### config.mk
export PLATFORM = sky130hd
export DESIGN_NAME = led_fill_top
export DESIGN_NICKNAME = d
export VERILOG_FILES = /design/src/rtl/led_fill_top.sv
export SDC_FILE = /design/constraint.sdc
export NUM_CORES = 1
export LEC_CHECK = 0
export ABC_AREA = 1
export ABC_CLOCK_PERIOD_IN_PS = 2350
export BUFFER_PORTS_ARGS = -buffer_cell sky130_fd_sc_hd__buf_4
export CORE_AREA = 5 5 42 44
export CTS_CLUSTER_DIAMETER = 200
export DETAILED_ROUTE_END_ITERATION = 10
export DIE_AREA = 0 0 47 49
export PLACE_DENSITY_LB_ADDON = 0.15
export SYNTH_ARGS = -nofsm -noshare
export SYNTH_HDL_FRONTEND = slang
export SYNTH_SLANG_ARGS = --single-unit
### constraint.sdc
create_clock -name clk -period 2.35 [get_ports clk]
set_input_delay 0 -clock clk [delete_from_list [all_inputs] [get_ports clk]]
set_output_delay 0 -clock clk [all_outputs]
set_load 0.1 [all_outputs]
### src/rtl/led_fill_top.sv
// Bar-graph fill sequencer: after the first button press, one more LED lights per clock
// from bit 0 upward until all are lit, then holds until reset.
module led_fill_top #(
  parameter int unsigned WIDTH   = 16,
  parameter bit          ONE_HOT = 1'b0
) (
  input  logic             clk,
  input  logic             rst,
  input  logic             button,
  output logic [WIDTH-1:0] led
);

  logic start_q, start_d;
  logic advance;

  // The raw button joins the sticky flag so the press edge itself already advances.
  always_comb begin
    start_d = start_q | button;
    advance = start_q | button;
  end

  always_ff @(posedge clk or posedge rst) begin
    if (rst) begin
      start_q <= 1'b0;
    end else begin
      start_q <= start_d;
    end
  end

  if (ONE_HOT) begin : g_one_hot
    localparam logic [WIDTH:0] SumOne = {{WIDTH{1'b0}}, 1'b1};

    logic [WIDTH:0] sum_q, sum_d;

    // A set top bit means every LED is lit; the hot bit stops there.
    always_comb begin
      sum_d = sum_q;
      if (advance && !sum_q[WIDTH]) begin
        sum_d = sum_q << 1;
      end
    end

    always_ff @(posedge clk or posedge rst) begin
      if (rst) begin
        sum_q <= SumOne;
      end else begin
        sum_q <= sum_d;
      end
    end

    assign led = WIDTH'(sum_q - SumOne);
  end else begin : g_therm
    logic [WIDTH-1:0] therm_q, therm_d;

    // Shifting a 1 into an all-ones vector leaves it unchanged, which gives saturation.
    always_comb begin
      therm_d = therm_q;
      if (advance) begin
        therm_d = (therm_q << 1) | WIDTH'(1);
      end
    end

    always_ff @(posedge clk or posedge rst) begin
      if (rst) begin
        therm_q <= '0;
      end else begin
        therm_q <= therm_d;
      end
    end

    assign led = therm_q;
  end

endmodule

==> results.py, run 1 <==
metrics = {
    "yosys": {
        "synth_area_leaders": "dfrtp_1 (64%), nand2_1 (18%), o21ai_0 (9.8%), buf_6 (1.7%), inv_1 (1.7%)",
        "yosysTopAreaCell": "dfrtp_1",
        "synthMuxAreaShare_pct": 0,
        "syn-cell-area_um2": 661,
        "yosysSeqAreaShare_pct": 64.4,
        "synth_compound_area_share_pct": 11.4,
        "synth-simple-area-share_pct": 19.3,
        "ys_seq_elements": 17,
        "synthCells": 70,
        "synth_top_family_by_area": "simple AND/OR/NAND/NOR gates",
        "synth_fa_ha_area_share_pct": 0,
        "avgSynthCellArea_um2": 9.44,
        "synth_top_cell_area_share_pct": 64.4,
        "ys_types": 8,
        "ys_warn_count": 0,
        "synth_xor_area_share_pct": 0,
        "syn-num-nets": 73,
    },
    "min_path": {
        "holdPathEnd": "led[12]",
        "min_from": "button",
        "hold_path.class": "in2reg",
        "hold_depth": 3,
    },
    "worst_setup_path": {
        "ff2ff_setup_slack_ps": 1160,
        "crit_arrival_ps": 1410,
        "critPathKind": "reg2reg",
        "reg2reg_from": "start_q",
        "worst_r2r_path_depth": 3,
        "critical_path.max_fanout": 17,
        "cp-start-kind": "flop",
        "end_kind": "flop",
        "r2r_end": "led[13]",
        "crit_required_ps": 2570,
    },
    "placement": {
        "dp_hpwl_um": 863,
        "place_ws_ps": 1210,
        "io_buffers": 18,
        "gp_congestion": 0.711,
    },
    "global_routing": {
        "globalRouteOverflowTotal": 0,
        "antenna_found_initial": 0,
        "track_usage_pct": 12.5,
        "grt_pass1_wl_um": 2130,
        "grt_pass1_vias": 474,
        "grt_max_degree": 18,
    },
    "sta": {
        "fin_skew_ps": 10.9,
        "max_clock_freq_mhz": 837,
        "grt_setup_unrepaired": "false",
        "min_period_ps": 1190,
        "setup_viol": 0,
        "final.setup.tns_ps": 0,
        "hold_viol_final": 0,
        "fin_crit_sh_pct": 50.8,
        "max-slew-margin-rel_pct": 58.6,
        "tightest_slew_ps": 620,
        "finalMaxSlewViolations": 0,
        "setup_ws_ps": 1160,
    },
    "status": {
        "status": "finished, final reports clean",
    },
    "power": {
        "peakVddDrop_mv": 0.345,
        "sequentialPowerShare_pct": 63.9,
        "power.switching_uw": 99.0,
        "power_switching_share_pct": 21.6,
        "p_int_uw": 359,
        "finalPower_uw": 458,
        "pwr-share-clk_pct": 33.4,
        "p_comb_share_pct": 2.8,
        "power.density_nw_per_um2": 550,
        "p_leak_uw": 0.000303,
    },
    "floorplan": {
        "fp-row-count": 14,
        "die-area_um2": 2300,
        "fp.dieW_um": 47,
        "ios": 19,
        "coreArea_um2": 1400,
        "initial_core_util_pct": 47.1,
        "die_y_um": 49,
    },
    "run": {
        "max-cap-violations": 0,
    },
    "cts": {
        "cts_setup_buffers": 0,
        "cts.root.buffer_cell": "clkbuf_4",
        "cts_tree": "done",
        "worstSkewPairLatency_ps": 280,
        "htreeDepth": 1,
        "cts_buffers": 3,
        "path_clk_slew_ps": 110,
        "clockBufferDepth": 2,
        "cts_num_sinks": 17,
        "cts_resized": 0,
    },
    "finish": {
        "seqCellArea_um2": 425,
        "fillers": 133,
        "nNetsFinal": 94,
        "syn_to_final_growth_pct": 25.9,
        "layout-drive-gt1-share_pct": 25.6,
        "multiInputGateArea_um2": 203,
        "diodes": 0,
    },
    "drt": {
        "wire_per_inst_um": 12.0,
        "wl_um": 1270,
        "first_iter_violations": 10,
        "vias_per_cell": 5.02,
        "vias": 532,
        "postRouteAntennaNets": 0,
        "drt_first_pass_iters": 4,
        "route.detailed.drc": 0,
    },
}
==> power by group through the flow <==
| stage | registers (µW) | logic [µW] | clock network, µW |
|---|---|---|---|
| finish | 292 | 12.7 | 153 |
| global route | 292 | 15.0 | 175 |
| CTS | 292 | 13.0 | 158 |
| detailed placement | 298 | 11.6 | 0 |
| global placement | 298 | 11.7 | 0 |
| floorplan | 298 | 6.41 | 0 |
==> cells in the final DEF (no fill, tap or decap) <==
master          n
nor2_4          1
o21ai_1         2
buf_4          18
dfrtp_1        17
clkbuf_4        3
inv_1           3
clkinv_2        1
dlygate4sd3_1   1
nand2_1        31
o21ai_0        13
==> sequential cells by signal, indices dropped and copies added, names as in the netlist <==
signal	flops
led	16
start_q	1
==> cell families after synthesis <==
logic type / count (synthesis)
AO/OA/AOI/OAI: 15
buffers and inverters: 6
flip-flops: 17
AND/OR/NAND/NOR: 32
==> worst max-delay path, stage by stage, from the launching register on <==
cell and delay [ps]:
dfrtp_1 550, nor2_4 370, nand2_1 110, nand2_1 90
==> cells in the mapped netlist <==
cell / count
inv_1: 3
o21ai_0: 13
dfrtp_1: 17
buf_2: 2
nor2_4: 1
nand2_1: 31
buf_6: 1
o21ai_1: 2
==> worst max-delay path by stage <==
| stage | startpoint | slack [ps] | to |
|---|---|---|---|
| after floorplan | led[9] | 1100 | led[10] |
| after global placement | start_q | 1260 | led[10] |
| after detailed placement | start_q | 1210 | led[13] |
| after CTS | start_q | 1180 | led[13] |
| after global routing | start_q | 1080 | led[9] |
| final | start_q | 1160 | led[13] |
==> stage by stage <==
stage | hold WS, ps | util (%) | std cells | cell area (µm²)
global placement | 118 | 56.7 | 101 | 795
floorplan | -73.9 | - | 70 | 661
finish | 75.4 | 59.4 | 106 | 832
global route | 72.8 | 59.4 | 106 | 832
CTS | 59.2 | 59.4 | 106 | 832
detailed placement | 115 | 56.7 | 101 | 795
==> metal layers <==
layer	vias up	track usage (%)	part of all wire, %
met1	254	18.5	47
met2	16	16.7	44
li1	260	-	-
met3	2	3.32	7.5
met4	0	5.53	1.0
met5	-	0	0
==> area by class of cell <==
class	count	share of cell area (%)
clock buffer	3	2.71
clock inverter	1	0.602
inverter	3	1.35
multi-input combinational	47	24.4
sequential	17	51.1
tap	16	2.41
timing repair buffer	19	17.4
==> repair_timing <==
item | in CTS | in global routing
hold endpoints to repair | 17 | 0
hold buffers | 1 | 0
endpoints found under the setup margin | 0 | 0
(Power assumes the default switching activity.)
==> run 2, diff against run 1 <==
--- a/config.mk
+++ b/config.mk
@@ -6,12 +6,12 @@
 export NUM_CORES = 1
 export LEC_CHECK = 0
 export ABC_AREA = 1
-export ABC_CLOCK_PERIOD_IN_PS = 2350
+export ABC_CLOCK_PERIOD_IN_PS = 1200
 export BUFFER_PORTS_ARGS = -buffer_cell sky130_fd_sc_hd__buf_4
-export CORE_AREA = 5 5 42 44
+export CORE_MARGIN = 5
+export CORE_UTILIZATION = 47
 export CTS_CLUSTER_DIAMETER = 200
 export DETAILED_ROUTE_END_ITERATION = 10
-export DIE_AREA = 0 0 47 49
 export PLACE_DENSITY_LB_ADDON = 0.15
 export SYNTH_ARGS = -nofsm -noshare
 export SYNTH_HDL_FRONTEND = slang
==> constraint.sdc (replaced) <==
create_clock -name clk -period 1.2 [get_ports clk]
set_input_delay 0 -clock clk [delete_from_list [all_inputs] [get_ports clk]]
set_output_delay 0 -clock clk [all_outputs]
set_load 0.1 [all_outputs]
==> results.py, run 2 (same netlist as run 1, synthesis figures left out) <==
metrics = {
    "sta": {
        "tightest_slew_ps": 392,
        "min_period_ps": 1060,
        "max_clock_freq_mhz": 947,
        "fin_crit_sh_pct": 88.0,
        "finalMaxSlewViolations": 0,
        "max-slew-margin-rel_pct": 73.8,
        "fin_skew_ps": 1.29,
        "final.setup.tns_ps": 0,
        "worst_hold_slack_ps": 47.7,
        "hold_viol_final": 0,
        "grt_setup_unrepaired": "false",
        "setup_viol": 0,
        "setup_ws_ps": 144,
    },
    "floorplan": {
        "initial_core_util_pct": 50.1,
        "coreArea_um2": 1320,
        "die_y_um": 47.5,
        "die-area_um2": 2260,
        "fp-row-count": 13,
        "fp.dieW_um": 47.5,
        "ios": 19,
    },
    "power": {
        "peakVddDrop_mv": 0.528,
        "power.density_nw_per_um2": 1060,
        "p_leak_uw": 0.000311,
    },
    "cts": {
        "cts_num_sinks": 17,
        "path_clk_slew_ps": 100,
        "cts-hold-fix-buffers": 1,
        "cts_buffers": 3,
        "worstSkewPairLatency_ps": 280,
        "cts_tree": "done",
        "cts_setup_buffers": 0,
        "cts.root.buffer_cell": "clkbuf_4",
        "htreeDepth": 1,
        "clockBufferDepth": 2,
        "cts_resized": 0,
    },
    "worst_setup_path": {
        "slowest_stage": "dfrtp_1",
        "crit_arrival_ps": 1290,
        "cp_top_family": "simple AND/OR/NAND/NOR gates",
        "critPathKind": "reg2reg",
        "cp-start-kind": "flop",
        "end_kind": "flop",
        "cp_cell_sequence": "nor2_4 > nand2_1 > nand2_1",
        "crit_path_frequent_cell": "nand2_1",
        "crit_buf_inv": 0,
        "critical_path.max_fanout": 17,
        "crit_required_ps": 1430,
        "max_stage_delay_ps": 480,
    },
    "finish": {
        "nNetsFinal": 96,
        "diodes": 0,
        "seqCellArea_um2": 429,
        "multiInputGateArea_um2": 203,
        "final_cell_mix": "nand2_1 (31), buf_4 (20), dfrtp_1 (14)",
        "syn_to_final_growth_pct": 28.6,
        "fillers": 108,
        "layout-drive-gt1-share_pct": 30.4,
        "mostFrequentLayoutCell": "nand2_1",
        "largest_reg_flops": 16,
    },
    "global_routing": {
        "grt_pass1_vias": 516,
        "track_usage_pct": 14.4,
        "antenna_found_initial": 0,
        "globalRouteOverflowTotal": 0,
        "grt_pass1_wl_um": 2210,
        "grt_max_degree": 18,
    },
    "drt": {
        "first_iter_violations": 9,
        "drt_first_pass_iters": 4,
        "postRouteAntennaNets": 0,
        "route.detailed.drc": 0,
        "wire_per_inst_um": 12.4,
        "wl_um": 1330,
        "vias": 524,
        "vias_per_cell": 4.90,
    },
    "placement": {
        "place_ws_ps": 161,
        "io_buffers": 18,
        "dp_hpwl_um": 964,
        "gp_congestion": 0.699,
    },
    "min_path": {
        "hold_path.class": "in2reg",
    },
    "run": {
        "max-cap-violations": 0,
    },
    "status": {
        "status": "finished, final reports clean",
    },
}
run 2: changes by cell type in the layout (fill, tap and decap cells not counted), sizes merged:
cell and change:
buf +2
run 2: final cells by class:
class	instances	share of cell area, %
Clock buffer	3	2.65
Clock inverter	1	0.589
Inverter	3	1.33
Multi-Input combinational cell	47	23.9
Sequential cell	17	50.5
Tap cell	15	2.21
Timing Repair Buffer	21	18.9
run 2: per-layer routing:
layer	share of wire (%)	global-route usage (%)	vias up
met4	1.1	8.84	0
met5	0	0	-
li1	-	-	264
met2	48	22.7	11
met1	45	17.5	247
met3	5.7	3.76	2
run 2: per-stage QoR:
stage	area (µm²)	instances	util [%]	power, µW
2_1_floorplan	664	70	-	596
3_3_place_gp	812	102	61.6	609
3_5_place_dp	812	102	61.6	609
4_1_cts	850	107	64.5	911
5_1_grt	850	107	64.5	939
6_report	850	107	64.5	904
run 2: worst paths after layout:
kind / from / to / slack, ps / cells past startpoint
worst max-delay path: start_q / led[12] / 140 / 3
worst min-delay path: button / led[12] / 50 / 3
worst max register to register: start_q / led[12] / 140 / 3
worst min register to register: led[15] / led[15] / 490 / 2
max in group asynchronous: rst / led[9] / 520 / 4
min in group asynchronous: rst / led[12] / 240 / 3
run 2: power by group:
| group | internal, µW | switching (µW) |
|---|---|---|
| Clock | 124 | 180 |
| Sequential | 572 | 0.00000000316 |
| Combinational | 8.74 | 18.6 |
run 2: tightest hold or removal path, cell delays in order:
cell and delay [ps]:
buf_4 170, o21ai_1 90, nand2_1 50
==> run 3, diff against run 2 <==
--- a/config.mk
+++ b/config.mk
@@ -13,6 +13,7 @@
 export CTS_CLUSTER_DIAMETER = 200
 export DETAILED_ROUTE_END_ITERATION = 10
 export PLACE_DENSITY_LB_ADDON = 0.15
+export RECOVER_POWER = 50
 export SYNTH_ARGS = -nofsm -noshare
 export SYNTH_HDL_FRONTEND = slang
 export SYNTH_SLANG_ARGS = --single-unit
==> results.py, run 3 (same netlist as run 1, synthesis figures left out) <==
metrics = {
    "cts": {
        "clockBufferDepth": 2,
        "cts_num_sinks": 17,
        "cts.root.buffer_cell": "clkbuf_4",
        "worstSkewPairLatency_ps": 280,
        "cts_setup_buffers": 0,
        "htreeDepth": 1,
        "cts_resized": 0,
        "path_clk_slew_ps": 100,
        "cts_buffers": 3,
        "cts_tree": "done",
    },
    "power": {
        "power.density_nw_per_um2": 1090,
        "power_switching_share_pct": 22.0,
        "peakVddDrop_mv": 0.524,
        "power.switching_uw": 198,
        "sequentialPowerShare_pct": 63.5,
        "p_comb_share_pct": 2.8,
        "finalPower_uw": 901,
        "p_leak_uw": 0.000294,
        "pwr-share-clk_pct": 33.7,
        "p_int_uw": 703,
    },
    "status": {
        "status": "finished, final reports clean",
    },
    "worst_setup_path": {
        "cp_top_family": "buffers and inverters",
        "worst_r2r_path_depth": 3,
        "end_kind": "primary output",
        "path_depth": 1,
        "critical_path.max_fanout": 3,
        "crit_arrival_ps": 1100,
        "slowest_stage": "buf_2",
        "crit_required_ps": 1200,
        "cp-start-kind": "flop",
        "critPathKind": "reg2out",
        "crit_buf_inv": 1,
        "max_stage_delay_ps": 430,
        "cp_cell_sequence": "buf_2",
    },
    "global_routing": {
        "track_usage_pct": 14.4,
        "antenna_found_initial": 0,
        "grt_pass1_wl_um": 2210,
        "grt_pass1_vias": 516,
        "globalRouteOverflowTotal": 0,
        "grt_max_degree": 18,
    },
    "min_path": {
        "hold_depth": 3,
        "hold_path.class": "in2reg",
    },
    "sta": {
        "final.setup.tns_ps": 0,
        "grt_setup_unrepaired": "false",
        "fin_skew_ps": 2.65,
        "hold_viol_final": 0,
        "min_period_ps": 1100,
        "setup_ws_ps": 103,
        "max_clock_freq_mhz": 912,
        "setup_viol": 0,
        "tightest_slew_ps": 486,
        "finalMaxSlewViolations": 0,
        "fin_crit_sh_pct": 91.4,
        "max-slew-margin-rel_pct": 67.8,
    },
    "finish": {
        "mostFrequentLayoutCell": "nand2_1",
        "syn_to_final_growth_pct": 25.4,
        "largest_reg_flops": 16,
        "nNetsFinal": 96,
        "fillers": 117,
        "stdcell_count": 107,
        "final_cell_mix": "nand2_1 (31), dfrtp_1 (14), o21ai_0 (13)",
        "layout-drive-gt1-share_pct": 29.3,
        "final_area_um2": 828,
        "diodes": 0,
    },
    "placement": {
        "dp_hpwl_um": 964,
        "post_dp_cell_area_um2": 812,
        "gp_congestion": 0.699,
        "place_ws_ps": 161,
        "io_buffers": 18,
        "dp_cells": 102,
    },
    "drt": {
        "drt_first_pass_iters": 4,
        "postRouteAntennaNets": 0,
        "first_iter_violations": 9,
        "wl_um": 1320,
        "route.detailed.drc": 0,
        "vias_per_cell": 4.85,
        "vias": 519,
        "wire_per_inst_um": 12.3,
    },
    "floorplan": {
        "fp.dieW_um": 47.5,
        "initial_core_util_pct": 50.1,
        "ios": 19,
        "die-area_um2": 2260,
        "fp-row-count": 13,
        "die_y_um": 47.5,
        "coreArea_um2": 1320,
    },
    "run": {
        "max-cap-violations": 0,
    },
}
-- run 3: cell count changes in the layout (fill, tap and decap cells not counted), sizes merged --
cell / previous run / this run
buf: 20 / 17
clkbuf: 3 / 6
-- run 3: stage by stage --
stage / util, % / hold slack (ps)
3_3_place_gp: 61.6 / 8.01
2_1_floorplan: - / -74.1
6_report: 62.9 / 49.2
5_1_grt: 62.9 / 58.9
4_1_cts: 64.5 / 38.1
3_5_place_dp: 61.6 / 16.8
-- run 3: worst min-delay path, stage by stage --
cell and delay, ps:
buf_4 170, o21ai_1 90, nand2_1 50
-- run 3: final timing paths --
| kind | startpoint | to | slack [ps] |
|---|---|---|---|
| worst max-delay path | led[6] | led[6] | 100 |
| worst min-delay path | button | led[12] | 50 |
| worst max register to register | start_q | led[12] | 150 |
| worst min register to register | led[15] | led[15] | 480 |
| max in group asynchronous | rst | led[9] | 320 |
| min in group asynchronous | rst | led[1] | 240 |
-- run 3: final cells by class --
cell class,count,area [µm²],share of cell area (%)
clock buffers,3,22.5,2.72
clock inverters,1,5.00,0.604
inverters,3,11.3,1.36
multi-input cells,47,203,24.5
flip-flops and latches,17,429,51.8
well taps,15,18.8,2.27
repair buffers,21,139,16.8
-- run 3: power groups by stage --
| stage | Sequential, µW | Combinational [µW] | Clock, µW |
|---|---|---|---|
| after global routing | 573 | 29.8 | 335 |
| after CTS | 572 | 28.4 | 310 |
| final | 572 | 25.7 | 303 |
| after detailed placement | 584 | 25.8 | 0 |
| after floorplan | 584 | 12.5 | 0 |
| after global placement | 584 | 25.5 | 0 |
-- run 3: per-layer routing --
metal,part of all wire (%),GRT usage [%],vias up
met2,47,22.7,11
met3,5.9,3.76,2
met5,0,0,-
li1,-,-,264
met1,46,17.5,242
met4,1.1,8.84,0
-- run 3: repair_timing --
action / 4_1_cts / 5_1_grt
hold buffers: 1 / 0
setup endpoints to repair: 0 / 0
endpoints found under the hold margin: 10 / 0
